**config.mk**
```make
export PLATFORM = sky130hd
export DESIGN_NAME = xhci_mem_arbiter
export DESIGN_NICKNAME = d
export VERILOG_FILES = /design/src/rtl/xhci_mem_arbiter.sv
export SDC_FILE = /design/constraint.sdc
export NUM_CORES = 1
export LEC_CHECK = 0
export ABC_AREA = 1
export BUFFER_PORTS_ARGS = -buffer_cell sky130_fd_sc_hd__buf_4
export CORE_MARGIN = 2
export CORE_UTILIZATION = 35
export CTS_BUF_LIST = sky130_fd_sc_hd__clkbuf_8
export CTS_CLUSTER_DIAMETER = 50
export DETAILED_ROUTE_END_ITERATION = 8
export PLACE_DENSITY_LB_ADDON = 0.3
export SYNTH_ARGS = -nofsm -noshare
export SYNTH_HDL_FRONTEND = slang
export SYNTH_SLANG_ARGS = --single-unit
```
**constraint.sdc**
```tcl
create_clock -name clk -period 2.8 [get_ports clk]
set_input_delay 0.56 -clock clk [delete_from_list [all_inputs] [get_ports clk]]
set_output_delay 0.56 -clock clk [all_outputs]
set_load 0.005 [all_outputs]
```
**src/rtl/xhci_mem_arbiter.sv**
```systemverilog
// xHCI memory channel arbiter: round-robin ownership of one shared rd/wr
// engine pair, with drain-to-idle before re-arbitration.
//
// Ports:
//   clk                 in   clock, all state on posedge
//   rst                 in   asynchronous active-low reset
//   req                 in   [NREQ] per-requester channel claim
//   up_rd_has_request   in   [NREQ] per-requester read strobe
//   up_wr_has_data      in   [NREQ] per-requester write strobe
//   dn_idle             in   shared engines idle
//   grant               out  [NREQ] one-hot ownership (registered)
//   owner               out  index of current / last owner
//   busy                out  arbiter not idle
//   dn_rd_has_request   out  owner's read strobe
//   dn_wr_has_data      out  owner's write strobe
//   wd_timeout          out  watchdog expiry pulse
//
// Build option: XHCI_ARB_WATCHDOG_EN enables the ownership watchdog;
// without it wd_timeout is tied low and ownership is unbounded.
module xhci_mem_arbiter #(
  parameter int NREQ      = 4,
  parameter int WD_CYCLES = 4096
) (
  input  logic                    clk,
  input  logic                    rst,
  input  logic [NREQ-1:0]         req,
  input  logic [NREQ-1:0]         up_rd_has_request,
  input  logic [NREQ-1:0]         up_wr_has_data,
  input  logic                    dn_idle,
  output logic [NREQ-1:0]         grant,
  output logic [$clog2(NREQ)-1:0] owner,
  output logic                    busy,
  output logic                    dn_rd_has_request,
  output logic                    dn_wr_has_data,
  output logic                    wd_timeout
);

  localparam int IW = $clog2(NREQ);

  localparam logic [1:0] ARB_IDLE  = 2'd0;
  localparam logic [1:0] ARB_OWN   = 2'd1;
  localparam logic [1:0] ARB_DRAIN = 2'd2;

  localparam logic [NREQ-1:0] ONE = {{(NREQ-1){1'b0}}, 1'b1};

  logic [1:0]      state_q, state_d;
  logic [NREQ-1:0] grant_q, grant_d;
  logic [IW-1:0]   owner_q, owner_d;
  logic [IW-1:0]   last_q, last_d;

  logic            win_vld;
  logic [IW-1:0]   win_idx;
  logic [IW-1:0]   cand;
  logic            own_req;
  logic            in_own;

  assign own_req = req[owner_q];
  assign in_own  = (state_q == ARB_OWN);

  // Rotating search: last+1 first, wrapping, last owner checked last.
  always_comb begin
    win_vld = 1'b0;
    win_idx = '0;
    cand    = last_q;
    for (int i = 0; i < NREQ; i++) begin
      cand = (cand == IW'(NREQ - 1)) ? '0 : cand + 1'b1;
      if (!win_vld && req[cand]) begin
        win_vld = 1'b1;
        win_idx = cand;
      end
    end
  end

`ifdef XHCI_ARB_WATCHDOG_EN
  localparam int CW = $clog2(WD_CYCLES) + 1;

  logic [CW-1:0] wd_cnt_q, wd_cnt_d;
  logic          wd_q;
  logic          wd_hit;
  logic          wd_fire;

  assign wd_hit = (wd_cnt_q == CW'(WD_CYCLES - 1));

  // Counter is zero outside ARB_OWN, so entry always starts at zero.
  always_comb begin
    wd_cnt_d = '0;
    if (in_own && state_d == ARB_OWN) begin
      wd_cnt_d = wd_cnt_q + 1'b1;
    end
  end

  always_ff @(posedge clk or negedge rst) begin
    if (!rst) begin
      wd_cnt_q <= '0;
      wd_q     <= 1'b0;
    end else begin
      wd_cnt_q <= wd_cnt_d;
      wd_q     <= wd_fire;
    end
  end

  assign wd_timeout = wd_q;
`else
  assign wd_timeout = 1'b0;
`endif

  always_comb begin
    state_d = state_q;
    grant_d = grant_q;
    owner_d = owner_q;
    last_d  = last_q;
`ifdef XHCI_ARB_WATCHDOG_EN
    wd_fire = 1'b0;
`endif
    unique case (state_q)
      ARB_IDLE: begin
        if (win_vld) begin
          state_d = ARB_OWN;
          owner_d = win_idx;
          grant_d = ONE << win_idx;
        end
      end
      ARB_OWN: begin
        // A voluntary release takes priority over a watchdog expiry.
        if (!own_req) begin
          state_d = ARB_DRAIN;
          grant_d = '0;
        end
`ifdef XHCI_ARB_WATCHDOG_EN
        else if (wd_hit) begin
          state_d = ARB_DRAIN;
          grant_d = '0;
          last_d  = owner_q;
          wd_fire = 1'b1;
        end
`endif
      end
      ARB_DRAIN: begin
        if (dn_idle) begin
          state_d = ARB_IDLE;
          last_d  = owner_q;
        end
      end
      default: begin
        state_d = ARB_IDLE;
        grant_d = '0;
      end
    endcase
  end

  always_ff @(posedge clk or negedge rst) begin
    if (!rst) begin
      state_q <= ARB_IDLE;
      grant_q <= '0;
      owner_q <= '0;
      last_q  <= IW'(NREQ - 1);
    end else begin
      state_q <= state_d;
      grant_q <= grant_d;
      owner_q <= owner_d;
      last_q  <= last_d;
    end
  end

  assign grant = grant_q;
  assign owner = owner_q;
  assign busy  = (state_q != ARB_IDLE);

  // Strobes follow state_q, so an async reset clears them at once.
  assign dn_rd_has_request = in_own & up_rd_has_request[owner_q];
  assign dn_wr_has_data    = in_own & up_wr_has_data[owner_q];

endmodule

```
==> results.env <==
CLK_PATH_BUF_DEPTH=2
FILLER_CELL_COUNT=258
ROOT_BUFFER_SELECTED_BY_CTS='sky130_fd_sc_hd__clkbuf_8'
POST-ROUTE-MIN-PERIOD_NS=2.162
SYNTH_ADDER_AREA_SHARE_PCT=1.377
SYNTH-SEQ-CELLS=10
TOTAL_OF_MAX_CAP_VIOLATIONS=0
CRITPATHREQUIREDTIME_NS=2.98
FINAL_CORE_UTILIZATION_PCT=45.86
TRITONCTS_BUFFER_COUNT=3
CTS.REPAIR_TIMING.SETUP_BUFFER_COUNT=0
AGGREGATE_NEGATIVE_SETUP_SLACK_NS=0
DESIGN.DIE.AREA_UM2=3019
SYNTH-EDFF-COUNT=0
POST_SYNTH_INSTANCE_AREA_UM2=908.4
GRT_SETUP_UNREPAIRED='false'
MULTI_INPUT_COMB_AREA_UM2=561.8
NETS=188
PLACE.DETAILED.HPWL_UM=1749
PEAK_PER_STAGE_DELAY_ON_THE_CRITICAL_PATH_NS=0.68
ROUTE.FINAL.WIRE_LENGTH_UM=2180
FLOORPLAN.DIE.HEIGHT_UM=54.95
FINAL.SETUP_SKEW_NS=0.007637
YOSYS_WARNINGS=0
SYNTHESIS.NETS=163
DETAIL_ROUTE.ITER0.VIOLATIONS=35
SYNTH_SIMPLE_GATE_AREA_SHARE_PCT=50.55
POSTSYNTH.ASYNCRESETSHARE_PCT=100.0
GRT_START_MAX_NET_PINS=12
SYNTH_TOP_FAMILY_BY_AREA='simple AND/OR/NAND/NOR gates'
RUN_STATUS='finished clean'
PATH_CELLS='ha_1, inv_2, nand3_1, nand2_1, inv_2, nand2_1, nand2_1, nand2_1, nand2_1, nor2_1, nand3_1, nand2_1'
CPMOSTUSEDCELL='sky130_fd_sc_hd__nand2_1'
POST_ROUTE_CELLS_DRIVE_ABOVE_1_SHARE_PCT=27.65
SYNTHMUXAREASHARE_PCT=0
CLKSINKCOUNT=10
TIMING.FINAL.SETUP_VIOLATIONS=0
NUM_ROWS=18
AVERAGE_SIZE_OF_A_MAPPED_CELL_UM2=6.179
CRITPATHSLOWESTCELL='sky130_fd_sc_hd__dfstp_2'
CTS.CLK_SLEW.WORST_PATHS_NS=0.05
GRT_PASS1_WL_UM=3684
LIBRARY_CELL_WITH_THE_HIGHEST_INSTANCE_COUNT_AFTER_SYNTHESIS='sky130_fd_sc_hd__nand2_1'
BUFFER_PORTS.INSERTED=23
GRT_ANTENNA_BEFORE_REPAIR=0
FP.DIEW_UM=54.95
CRITICAL_PATH_ARRIVAL_NS=2.34
TRITONCTS_CLOCK_TREE='done'
SYNTHXORXNORAREAFRAC_PCT=0
IO_PINS=25
REMAINING_NUMBER_OF_NETS_FLAGGED_BY_THE_ANTENNA_CHECK_AFTER_ROUTING=0
REPORTED_LEAKAGE_POWER_nW=0.6416
SYNTH_TOP_FLOP_CELL='sky130_fd_sc_hd__dfrtp_1'
N_ANTENNA_CELL=0
POST_DRT_VIA_CELL_RATIO=4.855
CTS_MAX_LEVEL=1
STARTING_UTILIZATION_OF_THE_CORE_AREA_PCT=36.67
TIMING.FINAL.MAX_SLEW_VIOLATIONS=0
IR_WORST_VDD_V=0.0006400
WORST_SKEW_PAIR.LATE_LATENCY_NS=0.24
POST_CTS_HOLD_BUFFER_COUNT=0
REPLACE_CONGESTION=0.7986
PATH_MAX_FANOUT=10
SYNTH_COMPOUND_GATE_AREA_SHARE_PCT=9.504
CRIT_PATH_START_KIND='flop'
POST-SYNTH-TOP-AREA-CELL='sky130_fd_sc_hd__dfrtp_1'
CORE_REGION_AREA_UM2=2477
DRC=0
ACHIEVABLE-FREQUENCY_GHz=0.4625
GRT_USAGE_PCT=16.87
SEQ_AREA_UM2=252.7
POST-SYNTH-TOP-AREA-FRACTION_PCT=22.04
GRT_PASS1_VIAS=874
VIAS=971
POWER_DENSITY_nW_PER_UM2=1259
FINAL_CYCLE_UTILIZATION_OF_THE_CRITICAL_PATH_PCT=77.23
YOSYSSEQAREASHARE_PCT=27.82
NUMBER_OF_STANDARD_CELLS_AFTER_SYNTHESIS=147
FINALHOLDVIOLATIONS=0
SYNTH_COMMONEST_CELLS='sky130_fd_sc_hd__nand2_1, sky130_fd_sc_hd__nand3_1, sky130_fd_sc_hd__nor2_1, sky130_fd_sc_hd__inv_1, sky130_fd_sc_hd__o21ai_0'
GLOBALROUTE.TOTALOVERFLOW=0
TIMING_WORST_SETUP_PATH_TYPE='flop to flop'
CTS_REPAIR_RESIZE_COUNT=0
SYN2LAYOUT_AREA_GROWTH_PCT=25.07
ROUTED_WIRE_LENGTH_PER_INSTANCE_UM=10.90
YS_TYPES=24
CRITICAL_PATH_SINK_TYPE='flop'
NETLIST_TOP_CELLS_AREA='sky130_fd_sc_hd__dfrtp_1, sky130_fd_sc_hd__nand2_1, sky130_fd_sc_hd__nand3_1'
MIN_PATH_TYPE='input pin to async pin'
DETAIL_ROUTE.FIRST_PASS.ITERATIONS=4
power breakdown:
| group | switching, W | internal [W] |
|---|---|---|
| clock | 0.0000532 | 0.0000939 |
| sequential | 0.0000765 | 0.000211 |
| combinational | 0.000633 | 0.000363 |
final cells by class:
cell class,count,share of cell area (%)
well taps,30,3.304
flip-flops and latches,10,22.25
inverters,18,6.167
clock buffers,3,3.634
multi-input cells,116,49.45
repair buffers,23,15.20
per-stage QoR:
step           hold slack, ns  std cells  total power, W  area (µm²)  worst slack, ns
2_1_floorplan          0.2644        147        0.001039       908.4            1.091
4_1_cts                0.1431        200        0.001430        1136           0.6500
3_5_place_dp           0.3951        197        0.001277        1095           0.6647
3_3_place_gp           0.3928        197        0.001258        1095           0.6953
6_report               0.1404        200        0.001431        1136           0.6376
5_1_grt                0.1473        200        0.001592        1136           0.4391
placed cells by master (no fill, tap or decap), drive strengths merged:
cell and count:
nand2 55, buf 23, nand3 19, nor2 18, inv 18, o21ai 12
dfrtp 8, a21oi 4, nand4 3, clkbuf 3, or2 2, dfstp 2
o22ai 1, ha 1, conb 1
final timing paths:
kind / startpoint / endpoint / slack [ns] / cells past startpoint
worst max-delay path: last_q[0] / grant[2] / 0.64 / 12
worst min-delay path: rst / owner[1] / 0.14 / 1
worst max register to register: last_q[0] / grant[2] / 0.64 / 12
worst min register to register: grant[0] / grant[0] / 0.49 / 2
max in group asynchronous: rst / last_q[0] / 2.43 / 1
min in group clk: grant[0] / grant[0] / 0.49 / 2
routing by layer:
layer	routed length [µm]	GRT usage (%)	up-vias
met1	1078	23.32	426
met4	22	3.659	0
met2	944	27.38	29
met5	0	0	-
li1	-	-	513
met3	135	3.226	3
cells by family after synthesis:
kind of cell,after synthesis
buf+inv,21
flops,10
compound gates,17
other cells,1
fa+ha+maj,1
simple gates,97
state kept, by name, summed over array words and instances (netlist names):
register / flops
grant: 4
last_q: 2
owner: 2
state_q: 2
critical path, delay by kind of cell, from the launching register on:
| family | cells | cell delay, ns |
|---|---|---|
| DFF | 1 | 0.68 |
| adders and majority gates | 1 | 0.36 |
| buffers and inverters | 2 | 0.22 |
| and+or+nand+nor | 9 | 0.84 |
(Power assumes the default switching activity.)
